===== src/rtl/spi_txn_controller.sv =====
// Transaction sequencer for the SPI memory slave: address byte, then one data byte or a
// burst of data bytes, driving shift-register, address-latch, memory and MISO enables.
module spi_txn_controller #(
  parameter int unsigned DATA_W   = 8,
  parameter bit          BURST_EN = 1'b1
) (
  input  logic clk,
  input  logic reset,
  input  logic cs_n,
  input  logic sclk_rise,
  input  logic sr_bit0,
  output logic sr_we,
  output logic addr_we,
  output logic addr_inc,
  output logic dm_we,
  output logic miso_buf,
  output logic busy,
  output logic abort
);

  localparam int unsigned     CNT_W    = $clog2(DATA_W) + 1;
  localparam logic [CNT_W-1:0] LAST_BIT = CNT_W'(DATA_W - 1);

  typedef enum logic [3:0] {
    S_IDLE,
    S_GET_ADDR,
    S_GOT_ADDR,
    S_READ_WAIT,
    S_READ_LOAD,
    S_READ_SHIFT,
    S_WRITE_RECV,
    S_WRITE_COMMIT,
    S_NEXT,
    S_DONE
  } state_t;

  state_t           r_state;
  state_t           w_next;
  logic [CNT_W-1:0] r_bit_cnt;
  logic [CNT_W-1:0] w_bit_cnt_next;
  logic             r_rd;
  logic             w_rd_next;
  logic             w_cnt_en;
  logic             w_last_bit;
  logic             w_abort;

  assign w_last_bit = sclk_rise && (r_bit_cnt == LAST_BIT);

  // Next-state decode; a raised chip select pre-empts every other transition.
  always_comb begin
    w_next    = r_state;
    w_rd_next = r_rd;
    w_cnt_en  = 1'b0;
    w_abort   = 1'b0;

    if ((r_state != S_IDLE) && cs_n) begin
      w_next  = S_IDLE;
      w_abort = r_state inside {S_GET_ADDR, S_READ_WAIT, S_READ_LOAD, S_READ_SHIFT,
                                S_WRITE_RECV, S_WRITE_COMMIT};
    end else begin
      case (r_state)
        S_IDLE: begin
          if (!cs_n) w_next = S_GET_ADDR;
        end
        S_GET_ADDR: begin
          w_cnt_en = sclk_rise;
          if (w_last_bit) w_next = S_GOT_ADDR;
        end
        S_GOT_ADDR: begin
          w_rd_next = sr_bit0;
          w_next    = sr_bit0 ? S_READ_WAIT : S_WRITE_RECV;
        end
        S_READ_WAIT: begin
          w_next = S_READ_LOAD;
        end
        S_READ_LOAD: begin
          w_next = S_READ_SHIFT;
        end
        S_READ_SHIFT: begin
          w_cnt_en = sclk_rise;
          if (w_last_bit) w_next = S_NEXT;
        end
        S_WRITE_RECV: begin
          w_cnt_en = sclk_rise;
          if (w_last_bit) w_next = S_WRITE_COMMIT;
        end
        S_WRITE_COMMIT: begin
          w_next = S_NEXT;
        end
        S_NEXT: begin
          // Burst continuation reuses the direction latched with the address byte.
          if (BURST_EN) w_next = r_rd ? S_READ_WAIT : S_WRITE_RECV;
          else          w_next = S_DONE;
        end
        S_DONE: begin
          w_next = S_DONE;
        end
        default: begin
          w_next = S_IDLE;
        end
      endcase
    end
  end

  // Bit counter restarts on every state change, so each byte starts from zero.
  always_comb begin
    w_bit_cnt_next = r_bit_cnt;
    if (w_next != r_state) begin
      w_bit_cnt_next = '0;
    end else if (w_cnt_en) begin
      w_bit_cnt_next = r_bit_cnt + CNT_W'(1);
    end
  end

  always_ff @(posedge clk or posedge reset) begin
    if (reset) begin
      r_state   <= S_IDLE;
      r_bit_cnt <= '0;
      r_rd      <= 1'b0;
    end else begin
      r_state   <= w_next;
      r_bit_cnt <= w_bit_cnt_next;
      r_rd      <= w_rd_next;
    end
  end

  // Outputs are registered decodes of the state being entered, so each enable lines up with its state.
  always_ff @(posedge clk or posedge reset) begin
    if (reset) begin
      sr_we    <= 1'b0;
      addr_we  <= 1'b0;
      addr_inc <= 1'b0;
      dm_we    <= 1'b0;
      miso_buf <= 1'b0;
      busy     <= 1'b0;
      abort    <= 1'b0;
    end else begin
      sr_we    <= (w_next == S_READ_LOAD);
      addr_we  <= (w_next == S_GOT_ADDR);
      addr_inc <= (w_next == S_NEXT) && BURST_EN;
      dm_we    <= (w_next == S_WRITE_COMMIT);
      miso_buf <= (w_next == S_READ_SHIFT);
      busy     <= (w_next != S_IDLE);
      abort    <= w_abort;
    end
  end

endmodule


===== config.mk =====
export PLATFORM = sky130hd
export DESIGN_NAME = spi_txn_controller
export DESIGN_NICKNAME = d
export VERILOG_FILES = /design/src/rtl/spi_txn_controller.sv
export SDC_FILE = /design/constraint.sdc
export NUM_CORES = 1
export LEC_CHECK = 0
export ABC_AREA = 1
export CORE_MARGIN = 3
export CORE_UTILIZATION = 39
export DETAILED_ROUTE_END_ITERATION = 16
export PLACE_DENSITY_LB_ADDON = 0.1
export SLEW_MARGIN = 20
export SYNTH_ARGS = -nofsm -noshare
export SYNTH_HDL_FRONTEND = slang
export SYNTH_SLANG_ARGS = --single-unit

===== constraint.sdc =====
create_clock -name clk -period 4.4 [get_ports clk]
set_input_delay 0.66 -clock clk [delete_from_list [all_inputs] [get_ports clk]]
set_output_delay 0.66 -clock clk [all_outputs]
set_load 0.03 [all_outputs]

# Word level (Yosys, flattened, before mapping)
# Cells that the tools add are included.
[word_totals] reg_bits=16 latchBits=0 ram_bits=0 rom_bits=0 inputBits=5 output_inout_bits=7 wordCells=50 n_memories=0
[op_classes] addsub=1 mul=0 div_mod_pow=0 magnitude_cmp=0 n_eq_ne=16 shifts=0 muxes=13 n_bitwise=1 reduce_logical=9
[op_table] cell="one-hot mux 4 bit (10 select lines)" count=1
[op_table] cell="== test 4 x 3 -> 1 bit (second input constant)" count=8
[op_table] cell="2-to-1 mux 4 bit" count=7
[op_table] cell="== test 4 x 2 -> 1 bit (second input constant)" count=3
[op_table] cell="== test 4 bit (second input constant)" count=3
[op_table] cell="nonzero test 4 bit" count=2
[op_table] cell="2-to-1 mux 3 bit" count=2
[op_table] cell="nonzero test 6 bit" count=1
[op_table] cell="adder 4 x 1 -> 4 bit (second input constant)" count=1
[op_table] cell="== test 4 x 1 -> 1 bit (second input constant)" count=1
[op_table] cell="logical NOT 4 bit" count=1
[op_table] cell="!= test 4 bit" count=1
[op_table] cell="2-to-1 mux 1 bit" count=3
[op_table] cell="OR reduction 3 bit" count=1
[op_table] cell="logical AND 1 bit" count=2
[op_table] cell="AND reduction 2 bit" count=1
[op_table] cell="nonzero test 2 bit" count=1
[op_table] cell="NOT 1 bit" count=1

# Logic depth before layout (Yosys ltp)
[depth] ltp_word=7 mapped_depth=12 depth_no_buf=12

# Worst setup path before layout
# OpenSTA, ideal clock, no wires.
[synth_timing] kind="in2reg" start="input sclk_rise" end="register r_bit_cnt[0]" setup_ns=0.072 arrival_time_ns=1.534 required_ns=4.328 path_slack_ns=2.795 cell_stages=10 n_path_buf=0 cell_sequence="nand2_1 > nor2_2 > nand3_1 > nand2_1 > nand2_4 > nand2_1 > nand2_1 > nor2_2 > nand3_2 > nor2_1"
[synth_between] elab_chain_len=6 word_cells_on_any_way=11 cone_classes="eq/ne (1); mux (8); reduce/logical (2)"
[synth_rtl] element="start: declaration" line="10" rtl="input logic sclk_rise,"
[synth_rtl] element="logical AND 1 bit" line="47" rtl="assign w_last_bit = sclk_rise && (r_bit_cnt == LAST_BIT);"
[synth_rtl] element="2-to-1 mux 4 bit (on tied branches)" line="85, 67, 81"
[synth_rtl] element="one-hot mux 4 bit (10 select lines)" line="61" rtl="case (r_state)"
[synth_rtl] element="2-to-1 mux 4 bit" line="56" rtl="if ((r_state != S_IDLE) && cs_n) begin"
[synth_rtl] element="!= test 4 bit" line="108" rtl="if (w_next != r_state) begin"
[synth_rtl] element="2-to-1 mux 4 bit or nonzero test 2 bit (tied branches)"
[synth_rtl] element="end signal: assignment" line="122" rtl="r_bit_cnt <= w_bit_cnt_next;"
[synth_rtl] element="end: declaration" line="39" rtl="logic [CNT_W-1:0] r_bit_cnt;"
# Parallel ways exist; a longest one is shown, timed or not.
# A chain may end at the register's enable or synchronous reset.

# Worst setup path in the final report
[layout_timing] start="input sclk_rise" end="register r_bit_cnt[1]"
# Same word-level chain as after synthesis.

==> impl_metrics.csv <==
group,metric,value,unit
status,status,"completed",
cts,cts.clk_slew.worst_paths,100,ps
cts,cts-resized-gates,0,
power_and_ir_drop,ir_drop,0.3032,mV
finish,fillCellCount,233,
min_path,hold_path_class,"reg -> reg",
worst_setup_path,critPathMaxFanout,6,
finish,final_common_cell,"nand2_1",
cts,cts_tree,"done",
worst_setup_path,worstPathCellList,"clkdlybuf4s50_1, nand2_1, nor2_2, nand3_1, nand2_1, nand2_4, nand2_1, nand2_1, nor2_2, nand3_2, nor2_1",
finish,antenna_cells,0,
worst_setup_path,endpoint_kind,"flop",
die,fp.dieH,55.51,um
worst_setup_path,cp_data_required_time,4630,ps
logic_synthesis,syn_nets,137,
worst_setup_path,r2r-start,"r_bit_cnt[1]",
global_routing,antenna_found_initial,0,
worst_setup_path,max_stage_delay,530,ps
worst_setup_path,critPathMostFrequentCell,"nand2_1",
power_and_ir_drop,p_per_area,397.4,nW/um^2
finish,final_nets,153,
cts,cts_hold_buf,0,
worst_setup_path,critPathKind,"in -> reg",
sta,worst_pin_slew,586.8,ps
die,initial_core_util,42.00,%
worst_setup_path,cp_slowest_cell,"clkdlybuf4s50_1",
finish,final-seq-area,400.4,um^2
finish,area_growth_syn_to_layout,18.98,%
worst_setup_path,crit_start,"sclk_rise",
sta,final-max-slew-violation-count,0,
die,core_region_area,2276,um^2
worst_setup_path,reg2regPathDepth,11,
cts,cts_sinks,16,
sta,setup_viol,0,
logic_synthesis,syn-cell-area,955.9,um^2
worst_setup_path,startpoint_type,"primary input",
placement,postPlaceCellArea,1101,um^2
sta,fin_hold_ws,534.5,ps
routing,first_iter_violations,22,
sta,final.setup_skew,9.872,ps
die,die-area,3081,um^2
die,rows,17,
global_routing,grt-ovfl-total,0,
sta,fmax,488.9,MHz
global_routing,grt_pass1_wl,3.546,mm
sta,fin_crit,2046,ps
power_and_ir_drop,power,452.0,uW
worst_setup_path,critPathArrivalTime,2270,ps
cts,root_buffer,"clkbuf_4",
min_path,min_from,"r_rd",
cts,cts_buffer_depth,2,
routing,via_per_inst,4.879,
min_path,min_to,"r_rd",
routing,post-route-drc-count,0,
finish,final_cell_mix,"37 x nand2_1, 20 x nor2_1, 16 x dfrtp_1",
placement,io_buffers,11,
worst_setup_path,rr_endpoint,"r_bit_cnt[1]",
finish,fin_cells,174,
sta,grt_setup_unrepaired,"no",
finish,fin_area,1137,um^2
cts,clock_latency,300,ps
logic_synthesis,synth_seq_cells,16,
worst_setup_path,crit_family,"simple AND/OR/NAND/NOR gates",
logic_synthesis,netlist-cell-type-count,21,
sta,fin_tns_setup,0,ps
cts,cts_setup_buffers,0,
routing,routedWlPerCell,11.37,um
worst_setup_path,r2r_slack,2670,ps
finish,multi_input_area,473.0,um^2
cts,cts-htree-levels,1,
routing,antenna_left,0,
global_routing,grt_util_all_layers,14.31,%
power_and_ir_drop,p_leak,0.0006020,uW
die,dieWidth,55.51,um
placement,place_congestion,0.8706,
logic_synthesis,synth_seq_area_share,41.88,%
placement,dp.cells,170,
finish,drive_above_1_share,17.12,%
worst_setup_path,cp_num_buf_inv,1,
die,io_pins,12,
logic_synthesis,postSynthCellCount,131,
logic_synthesis,synth_warnings,0,
logic_synthesis,avgSynthCellArea,7.297,um^2
sta,fin_crit_sh,46.49,%
routing,wl,1.978,mm
placement,hpwl,1.519,mm
global_routing,grt_max_degree,17,
routing,vias,849,
routing,first_pass_iters,4,
global_routing,grt_pass1_vias,840,
sta,slew_headroom,60.84,%
sta,hold_violations,0,
flow_run,drv_cap,0,
min_path,hold_path_depth,2,
cts,cts_buffers,3,
==> layout make-up <==
| class | instances | share of cell area (%) |
|---|---|---|
| Tap cell | 28 | 3.080 |
| Multi-Input combinational cell | 93 | 41.58 |
| Inverter | 22 | 7.261 |
| Clock buffer | 4 | 3.190 |
| Sequential cell | 16 | 35.20 |
| Timing Repair Buffer | 11 | 9.681 |
==> registers in the layout, indices dropped and copies added (netlist names) <==
signal     flops
addr_we        1
miso_buf       1
abort          1
sr_we          1
dm_we          1
r_rd           1
r_state        4
busy           1
r_bit_cnt      4
addr_inc       1
==> cells by family after synthesis <==
family	after synthesis	share of synthesized area (%)
AOI/OAI and AO/OA	6	4.581
DFF	16	41.88
xor gates and xnor gates	2	1.833
and+or+nand+nor	84	41.75
buffers and inverters	22	8.639
adders and majority gates	1	1.309
==> metal layers <==
layer,share of wire (%),global-route usage (%),vias up
li1,-,-,437
met1,46,18.16,390
met2,48,22.64,17
met3,5.2,3.972,5
met4,1.6,6.250,0
met5,0,0,-
==> report_power, final <==
part / leakage (uW) / total (uW) / switching (uW) / internal [uW]
Sequential: 0.000218 / 182 / 17.3 / 164
Combinational: 0.000363 / 171 / 114 / 56.8
Clock: 0.0000210 / 99.6 / 49.1 / 50.5
Total: 0.000602 / 452 / 180 / 272
==> worst min-delay path, delay by kind of cell (launching register included) <==
family	cells	cell delay, ps
AO/OA/AOI/OAI	1	70
flip-flops	1	380
AND/OR/NAND/NOR	1	50
==> stage by stage <==
stage | worst slack, ps | util, %
finish | 2354 | 49.97
global route | 2188 | 49.97
CTS | 2352 | 49.97
detailed placement | 2041 | 48.38
global placement | 2073 | 48.38
floorplan | 2795 | -
==> worst max-delay path by stage <==
stage          cells after the start      endpoint  slack, ps
2_1_floorplan                     10  r_bit_cnt[0]       2790
4_1_cts                           11  r_bit_cnt[1]       2350
3_3_place_gp                      11  r_bit_cnt[0]       2070
3_5_place_dp                      11  r_bit_cnt[1]       2040
5_1_grt                           11  r_bit_cnt[2]       2190
6_report                          11  r_bit_cnt[1]       2350
==> synth_stat cells, drive strengths merged <==
library cell	instances	share of area, %
nand2	43	20
nor2	24	11
inv	22	8.6
dfrtp	16	42
nand3	11	7.6
o21ai	5	3.8
nand4	3	2.0
nor3	2	1.0
xor2	2	1.8
a211oi	1	0.79
ha	1	1.3
nor4	1	0.65
Note: power is estimated with default switching activity, not from simulation.
